$ cat config.mk
export PLATFORM = sky130hd
export DESIGN_NAME = mem_wb_pipe
export DESIGN_NICKNAME = d
export VERILOG_FILES = /design/src/rtl/mem_wb_pipe.sv
export SDC_FILE = /design/constraint.sdc
export NUM_CORES = 1
export LEC_CHECK = 0
export CAP_MARGIN = 20
export CORE_MARGIN = 2
export CORE_UTILIZATION = 52
export DETAILED_ROUTE_END_ITERATION = 10
export PLACE_DENSITY = 0.88
export SETUP_SLACK_MARGIN = 0.1
export SKIP_CTS_REPAIR_TIMING = 1
export SYNTH_ARGS = -nofsm -noshare
export SYNTH_HDL_FRONTEND = slang
export SYNTH_SLANG_ARGS = --single-unit
$ cat constraint.sdc
create_clock -name clk -period 14.6 [get_ports clk]
set_input_delay 2.19 -clock clk [delete_from_list [all_inputs] [get_ports clk]]
set_output_delay 2.19 -clock clk [all_outputs]
set_load 0.02 [all_outputs]
$ cat src/rtl/mem_wb_pipe.sv
// MEM/WB pipeline stage: a two-slot elastic register (main + skid) feeding the register-file write port.
// Latency: 1 cycle from input transfer to out_valid; 1 instruction/cycle while out_ready is high.
// Backpressure: skid slot absorbs one extra beat; in_ready = !skid_valid, registered, no path from out_ready.
//
// Ports:
//   clk, rst (async active-high), flush (sync, drops both slots and any offered input)
//   in_valid/in_ready + ReadData, AluRes, Rd, RegWrite_in, MemToReg_in   : MEM-side handshake and payload
//   out_valid/out_ready + ReadData_out, AluRes_out, Rd_out, RegWrite_out, MemToReg_out, WbData : WB side
//   retired : count of output handshakes, wraps modulo 2^CNT_W
module mem_wb_pipe #(
    parameter int DATA_W = 32,
    parameter int REG_W  = 5,
    parameter int CNT_W  = 32
) (
    input  logic              clk,
    input  logic              rst,
    input  logic              flush,
    input  logic              in_valid,
    output logic              in_ready,
    input  logic [DATA_W-1:0] ReadData,
    input  logic [DATA_W-1:0] AluRes,
    input  logic [REG_W-1:0]  Rd,
    input  logic              RegWrite_in,
    input  logic              MemToReg_in,
    output logic              out_valid,
    input  logic              out_ready,
    output logic [DATA_W-1:0] ReadData_out,
    output logic [DATA_W-1:0] AluRes_out,
    output logic [REG_W-1:0]  Rd_out,
    output logic              RegWrite_out,
    output logic              MemToReg_out,
    output logic [DATA_W-1:0] WbData,
    output logic [CNT_W-1:0]  retired
);

    // Encoding is {main_valid, skid_valid}; (0,1) is never produced.
    typedef enum logic [1:0] {
        EMPTY = 2'b00,
        ONE   = 2'b10,
        FULL  = 2'b11
    } state_t;

    state_t state_q, state_d;

    logic load_m_in;   // main slot takes the incoming beat
    logic load_m_s;    // main slot takes the skid beat
    logic load_s_in;   // skid slot takes the incoming beat

    logic in_xfer, out_xfer, wen_in;

    logic [DATA_W-1:0] m_rdata, m_alu, s_rdata, s_alu;
    logic [REG_W-1:0]  m_rd, s_rd;
    logic              m_rw, m_m2r, s_rw, s_m2r;
    logic [CNT_W-1:0]  retired_q;

    assign in_ready  = (state_q != FULL);
    assign out_valid = (state_q != EMPTY);
    assign in_xfer   = in_valid & in_ready;
    assign out_xfer  = out_valid & out_ready;

    // Writes to x0 are dropped at entry so nothing downstream has to re-check Rd.
    assign wen_in = RegWrite_in & (Rd != '0);

    always_ff @(posedge clk or posedge rst) begin
        if (rst) state_q <= EMPTY;
        else     state_q <= state_d;
    end

    always_comb begin
        state_d   = state_q;
        load_m_in = 1'b0;
        load_m_s  = 1'b0;
        load_s_in = 1'b0;
        if (flush) begin
            // Flush wins: no loads, so the offered beat is dropped.
            state_d = EMPTY;
        end else begin
            case (state_q)
                EMPTY: begin
                    if (in_xfer) begin
                        load_m_in = 1'b1;
                        state_d   = ONE;
                    end
                end
                ONE: begin
                    if (in_xfer && out_xfer) begin
                        load_m_in = 1'b1;
                    end else if (in_xfer) begin
                        load_s_in = 1'b1;
                        state_d   = FULL;
                    end else if (out_xfer) begin
                        state_d = EMPTY;
                    end
                end
                FULL: begin
                    if (out_xfer) begin
                        load_m_s = 1'b1;
                        state_d  = ONE;
                    end
                end
                default: state_d = EMPTY;
            endcase
        end
    end

    // Payload registers are not cleared by flush; valid bits alone qualify them.
    always_ff @(posedge clk or posedge rst) begin
        if (rst) begin
            m_rdata <= '0;
            m_alu   <= '0;
            m_rd    <= '0;
            m_rw    <= 1'b0;
            m_m2r   <= 1'b0;
        end else if (load_m_in) begin
            m_rdata <= ReadData;
            m_alu   <= AluRes;
            m_rd    <= Rd;
            m_rw    <= wen_in;
            m_m2r   <= MemToReg_in;
        end else if (load_m_s) begin
            m_rdata <= s_rdata;
            m_alu   <= s_alu;
            m_rd    <= s_rd;
            m_rw    <= s_rw;
            m_m2r   <= s_m2r;
        end
    end

    always_ff @(posedge clk or posedge rst) begin
        if (rst) begin
            s_rdata <= '0;
            s_alu   <= '0;
            s_rd    <= '0;
            s_rw    <= 1'b0;
            s_m2r   <= 1'b0;
        end else if (load_s_in) begin
            s_rdata <= ReadData;
            s_alu   <= AluRes;
            s_rd    <= Rd;
            s_rw    <= wen_in;
            s_m2r   <= MemToReg_in;
        end
    end

    // A transfer completing in a flush cycle still reached the register file, so it counts.
    always_ff @(posedge clk or posedge rst) begin
        if (rst)           retired_q <= '0;
        else if (out_xfer) retired_q <= retired_q + CNT_W'(1);
    end

    assign ReadData_out = m_rdata;
    assign AluRes_out   = m_alu;
    assign Rd_out       = m_rd;
    assign MemToReg_out = m_m2r;
    assign RegWrite_out = m_rw & out_valid;
    assign WbData       = m_m2r ? m_rdata : m_alu;
    assign retired      = retired_q;

endmodule

After elaboration in Yosys (flattened, before gate mapping)

Index checks and enable logic that the tools add are counted.

Flip-flop bits (word level): 176
Bits of input ports: 76
Output and inout bits: 137
Logic and storage cells: 58

$add $sub $neg: 1
Equality and inequality tests: 7
Multiplexer cells: 28
Bitwise operators: 4
Reduce and logical (&&, ||, !) cells: 6

Operator list:

| kind                                          | count |
|---|---|
| two-way mux 32 bit                            | 5 |
| adder 32 x 1 -> 32 bit, second input constant | 1 |
| two-way mux 1 bit                             | 13 |
| two-way mux 2 bit                             | 6 |
| two-way mux 5 bit                             | 2 |
| inequality test 3 bit, second input constant  | 3 |
| one-hot mux 2 bit (3 select lines)            | 1 |
| nonzero test 5 bit                            | 1 |
| bitwise AND 1 bit                             | 4 |
| == test 2 bit, second input constant          | 2 |
| inequality test 4 bit, second input constant  | 1 |
| AND reduction 4 bit                           | 1 |
| nonzero test 2 bit                            | 2 |
| logical NOT 2 bit                             | 1 |
| inequality test 2 bit, second input constant  | 1 |
| one-hot mux 1 bit (2 select lines)            | 1 |
| logical AND 1 bit                             | 1 |

Logic depth before layout (Yosys ltp)

Gate-level depths: netlist (run 1).

Word-level depth: 7
Gate-level depth with buffers: 8
Depth with buffers taken out: 6

Worst setup path before layout (run 1)

No wires, ideal clock.

Path kind: reg-to-output
From: register m_m2r (netlist: MemToReg_out)
To: output WbData[10]
Arrival: 1.445 ns
Data required time: 12.410 ns
Path slack: 10.965 ns
Stages on the path, launching flop included: 4
Path buffers: 2
Path through: dfrtp_1 clkbuf_1 clkbuf_1 mux2_2

Cells in the longest elaborated chain, start to end: 1

Ends and longest elaborated chain:

| element                | line | source |
|---|---|---|
| from (decl)            | 53   | `logic m_rw, m_m2r, s_rw, s_m2r;` |
| from (signal assigned) | 119  | `m_m2r <= MemToReg_in;` |
| from (signal assigned) | 125  | `m_m2r <= s_m2r;` |
| two-way mux 32 bit     | 156  | `assign WbData = m_m2r ? m_rdata : m_alu;` |
| to (decl)              | 32   | `output logic [DATA_W-1:0] WbData,` |

Every way passes these cells.

Final worst setup path (run 1)

From: register m_m2r (netlist: MemToReg_out)
To: output WbData[28]

Same word-level chain as after synthesis.

==> flow_summary.yaml, run 1 <==
power_and_ir_drop:
  power.internal_mw: 1.424
  comb_power_share_pct: 37.3
  peakVddDrop_mv: 0.1135
  swShare_pct: 32.61
  leakage_nw: 4.943
  switchingPower_mw: 0.6889
  pwr-share-clk_pct: 24.2
  powerDensity_nw_per_um2: 197.4
  p_seq_share_pct: 38.5
critical_path:
  worstSetupPathType: "reg2out"
  r2r_setup_slack_ns: 11.53
  critPathMaxFanout: 21
  r2r_start: "state_q[1]"
  cp.required_ns: 12.41
  ff2ff_path_depth: 8
  crit_arrival_ns: 2.72
  critPathLaunchType: "flip-flop"
  endpoint_kind: "primary output"
  r2r-end: "AluRes_out[9]"
logic_synthesis:
  synth-edff-count: 0
  synth_cell_type_count: 38
  yosys.area.top_type: "dfrtp_1"
  syn-num-nets: 665
  synth_common_cells: "176 x dfrtp_1, 103 x mux2_2, 71 x a21o_1"
  yosys.area_share.adder_pct: 0.9670
  synthTopCellsByArea: "dfrtp_1 57%, mux2_2 15%, a22o_1 7.9%"
  synthCells: 583
  ys_seq_elements: 176
  syn_avg_cell_area_um2: 13.32
  synth_most_common_cell: "dfrtp_1"
  synthArstFlopShare_pct: 100.0
  synthXorXnorAreaFrac_pct: 3.497
  synth-compound-area-share_pct: 15.20
  ys_warn_count: 0
  seq_area_frac_synth_pct: 56.73
  synth_top_area_share_pct: 56.73
  synthFlopType: "dfrtp_1"
  synth_area_um2: 7764
  yosys.area_share.simple_pct: 5.721
  synthMuxAreaShare_pct: 15.20
  synth_top_family_by_area: "compound AO/OA/AOI/OAI gates"
cts:
  cts_sinks: 176
  cts_buffer_depth: 2
  htreeDepth: 4
  clk_pin_slew_worst_paths_ns: 0.06
  cts_buffers: 17
  root_buffer: "clkbuf_16"
  clk_latency_ns: 0.42
  cts_tree: "built"
drt:
  route.vias.total: 5700
  drt_first_pass_iters: 4
  wl_mm: 19.89
  ant_nets: 0
  drt_iter0_drc: 411
  routed.top_layer: "met4"
  post-route-drc-count: 0
  wirelength_met1_mm: 8.056
  vias_per_cell: 5.793
  wire_per_inst_um: 20.21
  dr_wl_met2_mm: 10.15
  wl_met3_um: 959
floorplan:
  rows: 44
  die_width_um: 126.2
  fp.dieArea_um2: 15920
  io_pins: 213
  coreArea_um2: 14530
  die_h_um: 126.2
  initial_core_util_pct: 53.42
sta:
  finalCriticalPeriod_ns: 4.910
  hold_violations: 0
  relSlewSlack_pct: 31.96
  tightest_slew_ns: 1.021
  final_max_slew_viol_count: 0
  clock-skew-final_ns: 0.006814
  max_freq_mhz: 203.7
  finalSetupViolations: 0
  rsz0062_at_grt: "false"
  fin_crit_sh_pct: 33.63
  setup-tns-final_ns: 0
place:
  port_buffers: 212
  dp_cells: 951
  place_area_um2: 10010
  gp_congestion: 0.8853
  hpwl_mm: 13.40
finish:
  final_layout_size_suffix_gt1_share_pct: 19.00
  area_growth_pct: 37.90
  fin_area_um2: 10710
  instances_no_fill: 984
  diodes: 0
  nets: 869
min_path:
  hold_class: "reg2reg"
  hold_path_end: "retired[28]"
  hold_path_depth: 1
  min_from: "retired[28]"
grt:
  grtUsageTotal_pct: 25.25
  grt_max_degree: 91
  grt_pass1_vias: 5988
  grt_pass1_wl_mm: 31.69
  antenna_found_initial: 0
  overflow: 0
flow_run:
  drv_cap: 0
run_status:
  outcome: "completed"
-- power by group through the flow --
stage          sequential [mW]  combinational (mW)  clock, mW
2_1_floorplan            0.869               0.354          0
3_3_place_gp             0.802               0.765          0
3_5_place_dp             0.817               0.788          0
4_1_cts                  0.812               0.795      0.519
5_1_grt                  0.835               0.832      0.541
6_report                 0.813               0.788      0.512
-- per-layer routing --
metal | vias up | GRT usage, %
met1 | 2892 | 30.73
met4 | 0 | 12.22
met3 | 49 | 4.928
met5 | - | 0
met2 | 201 | 43.26
li1 | 2558 | -
-- sequential cells by signal (all words and copies together) (netlist names) --
signal and cells:
AluRes_out 32, MemToReg_out 1, Rd_out 5, ReadData_out 32
m_rw 1, retired 32, s_alu 32, s_m2r 1
s_rd 5, s_rdata 32, s_rw 1, state_q 2
-- cells by family (layout without fill, tap and decap cells) --
| group | after synthesis | after routing |
|---|---|---|
| AO/OA/AOI/OAI | 147 | 147 |
| XOR/XNOR | 31 | 31 |
| adder cells (fa/ha/maj) | 6 | 6 |
| buffers and inverters | 40 | 257 |
| flip-flops | 176 | 176 |
| multiplexers | 105 | 105 |
| AND/OR/NAND/NOR | 78 | 78 |
-- layout make-up --
cell class / instances / area [um2]
timing repair buffer: 220 / 2202
multi-input combinational: 367 / 3179
clock inverter: 14 / 237.7
inverter: 5 / 23.77
sequential: 176 / 4404
fill: 952 / 3827
tap: 184 / 230.2
clock buffer: 18 / 429.2
-- placed cells by master (no fill, tap or decap), types with 2 or more instances in the layout --
master / Yosys / final
a21o_1: 71 / 71
a22o_1: 70 / 70
a31oi_1: 2 / 2
and2_1: 2 / 2
and3_1: 3 / 3
and4_1: 2 / 2
buf_4: 1 / 7
bufinv_16: 0 / 6
clkbuf_16: 0 / 17
clkdlybuf4s50_1: 0 / 212
clkinv_2: 0 / 3
clkinv_4: 0 / 3
dfrtp_1: 176 / 176
ha_1: 6 / 6
inv_1: 5 / 4
inv_6: 0 / 2
mux2_2: 103 / 103
mux2i_1: 2 / 2
nand2_1: 19 / 19
nand2b_1: 3 / 3
nand3_1: 12 / 12
nand4_1: 12 / 12
nor2_1: 7 / 6
nor2b_1: 2 / 2
nor3_1: 3 / 3
nor4_1: 2 / 2
o21ai_0: 2 / 2
or2_2: 2 / 2
xnor2_1: 26 / 26
xor2_1: 5 / 5
-- worst max-delay path, stage by stage (launching register included) --
cell and delay (ns):
dfrtp_1 1.02, buf_4 0.37, mux2_2 0.37, clkdlybuf4s50_1 0.54
-- how the worst max path moves through the flow --
stage / cells after the start / end / startpoint / slack [ns]
6_report: 3 / WbData[28] / MemToReg_out / 9.69
5_1_grt: 3 / WbData[21] / MemToReg_out / 9.58
4_1_cts: 3 / WbData[28] / MemToReg_out / 9.66
3_5_place_dp: 7 / AluRes_out[6] / flush / 9.70
3_3_place_gp: 7 / ReadData_out[16] / flush / 9.79
2_1_floorplan: 1 / AluRes_out[0] / rst / 7.64
-- metrics by stage --
stage	total power, mW	utilization [%]	hold WS [ns]	setup slack [ns]
after floorplan	1.223	-	0.4491	7.636
after global placement	1.566	68.89	0.4629	9.792
after detailed placement	1.605	68.89	0.4771	9.702
after CTS	2.126	73.48	0.4913	9.655
after global routing	2.209	73.67	0.5121	9.576
final	2.113	73.67	0.4912	9.690
(Power assumes the default switching activity.)
==> run 2, diff against run 1 <==
Settings changed: CORE_UTILIZATION 52 to 44, PLACE_DENSITY 0.88 to 0.8.
Clock period 14.6 ns to 4.2 ns, I/O delays scaled along.
==> run 2 against run 1 <==
Effect of this change:
- via count shrank 0.54%
- wire length fell by 5.6%
- power rose to 3.3 times the previous value
- non-clock buffer count is 1 lower
- die area up 18%
- critical path depth shrank 1
- sequential share of layout area is 0.13 points higher
- cell area decreased by 0.28%
- hold slack got worse by 0.016 ns
- count of clock-buffer cells in the layout is 1 lower
- sequential power grew to 3.5 times the previous value
- utilization decreased by 12 points
- critical path type unchanged
- critical endpoint is now WbData[14]
- largest cell class unchanged
==> flow_summary.yaml, run 2 (synthesis results as in run 1) <==
cts:
  cts_buffers: 17
  cts_sinks: 176
  htreeDepth: 4
  clk_latency_ns: 0.42
  clk_pin_slew_worst_paths_ns: 0.07
  cts_tree: "built"
  cts_buffer_depth: 2
  root_buffer: "clkbuf_16"
critical_path:
  endpoint_kind: "primary output"
  cp.required_ns: 3.57
  max_stage_delay_ns: 0.94
  cp_top_family: "flip-flops"
  r2r_start: "state_q[0]"
  crit_buf_inv: 1
  critPathLaunchType: "flip-flop"
  r2r-end: "s_rdata[12]"
  crit_arrival_ns: 2.34
  worstSetupPathType: "reg2out"
  cpMaxStageDelayCell: "dfrtp_2"
  crit_chain: "mux2_2, clkdlybuf4s50_1"
  critPathMaxFanout: 34
  ff2ff_path_depth: 5
  r2r_setup_slack_ns: 1.63
place:
  hpwl_mm: 12.89
  place_area_um2: 10100
  dp_cells: 992
  gp_congestion: 0.8412
  port_buffers: 212
  place_ws_ns: 1.282
grt:
  grt_use_met1_pct: 25.68
  grt_util_met2_pct: 33.53
  grt_max_degree: 97
  grtUsageTotal_pct: 20.37
  antenna_found_initial: 0
  overflow: 0
  top_usage_layer: "met2"
  grt_pass1_wl_mm: 29.67
  met3_usage_pct: 4.407
  grt_pass1_vias: 5867
floorplan:
  coreArea_um2: 17300
  die_h_um: 136.8
  fp.dieArea_um2: 18720
  die_width_um: 136.8
  rows: 48
  initial_core_util_pct: 44.89
  io_pins: 213
power_and_ir_drop:
  total_power_mw: 7.040
  peakVddDrop_mv: 0.4387
  powerDensity_nw_per_um2: 659.4
  leakage_nw: 4.879
sta:
  rsz0062_at_grt: "false"
  fin_ws_ns: 1.228
  finalCriticalPeriod_ns: 2.972
  fin_crit_sh_pct: 70.77
  clock-skew-final_ns: 0.009206
  tightest_slew_ns: 1.024
  final_max_slew_viol_count: 0
  finalSetupViolations: 0
  setup-tns-final_ns: 0
  relSlewSlack_pct: 31.76
  hold_violations: 0
  max_freq_mhz: 336.4
drt:
  post-route-drc-count: 0
  vias_per_cell: 5.536
  ant_nets: 0
  route.vias.total: 5669
  drt_iter0_drc: 227
  wl_mm: 18.77
  drt_first_pass_iters: 4
  wire_per_inst_um: 18.33
finish:
  nets: 868
  final_common_cell: "clkdlybuf4s50_1"
  final_layout_size_suffix_gt1_share_pct: 19.15
  area_growth_pct: 37.52
  diodes: 0
  fin_area_um2: 10680
  most-common-layout-cells: "212 x clkdlybuf4s50_1, 175 x dfrtp_1, 103 x mux2_2"
  instances_no_fill: 1024
flow_run:
  drv_cap: 0
run_status:
  outcome: "completed"
min_path:
  hold_path_depth: 1
  hold_path_end: "Rd_out[2]"
  hold_class: "reg2reg"
  min_from: "Rd_out[2]"
==> run 2: changes by cell type in the layout (fill, tap and decap cells not counted), moves of 3 or more <==
cell and delta:
buf_12 +3, buf_4 -3, bufinv_16 -5, clkinv_2 -3
clkinvlp_4 +6, inv_6 +3
==> run 2: worst max path at each step <==
stage / depth (start not counted) / slack [ns] / end / from
after floorplan: 1 / 1.32 / AluRes_out[0] / rst
after global placement: 4 / 1.37 / s_alu[19] / flush
after detailed placement: 4 / 1.28 / s_rdata[21] / out_ready
after CTS: 2 / 1.20 / WbData[0] / MemToReg_out
after global routing: 2 / 1.16 / WbData[5] / MemToReg_out
final: 2 / 1.23 / WbData[14] / MemToReg_out
==> run 2: power by group <==
part           internal (mW)  total, mW  switching (mW)
combinational           1.50       2.70            1.19
sequential              2.33       2.82           0.488
clock                  0.834       1.53           0.693
total                   4.67       7.04            2.37
==> run 2: metal layers <==
metal,vias up,share of wire [%]
met2,206,48
met5,-,0
met3,42,5.4
met4,0,3.2
li1,2561,-
met1,2860,43
==> run 2: worst register-to-register path, cell delays in order (launching register included) <==
cell,delay (ns)
dfrtp_1,0.43
inv_1,0.10
ha_1,0.29
nor2b_1,0.29
or4b_4,0.81
mux2_2,0.54
==> run 2: per-stage QoR <==
| step | util, % | hold WS, ns |
|---|---|---|
| after global routing | 61.73 | 0.4936 |
| after detailed placement | 58.40 | 0.4666 |
| after global placement | 58.40 | 0.4618 |
| after CTS | 61.73 | 0.4820 |
| final | 61.73 | 0.4757 |
| after floorplan | - | 0.4491 |
==> run 2: layout make-up <==
| class | count | area [um2] |
|---|---|---|
| fill | 1310 | 6620 |
| sequential | 176 | 4405 |
| multi-input combinational | 367 | 3179 |
| timing repair buffer | 219 | 2212 |
| clock buffer | 17 | 425.4 |
| tap | 225 | 281.5 |
| clock inverter | 15 | 150.1 |
| inverter | 5 | 22.52 |
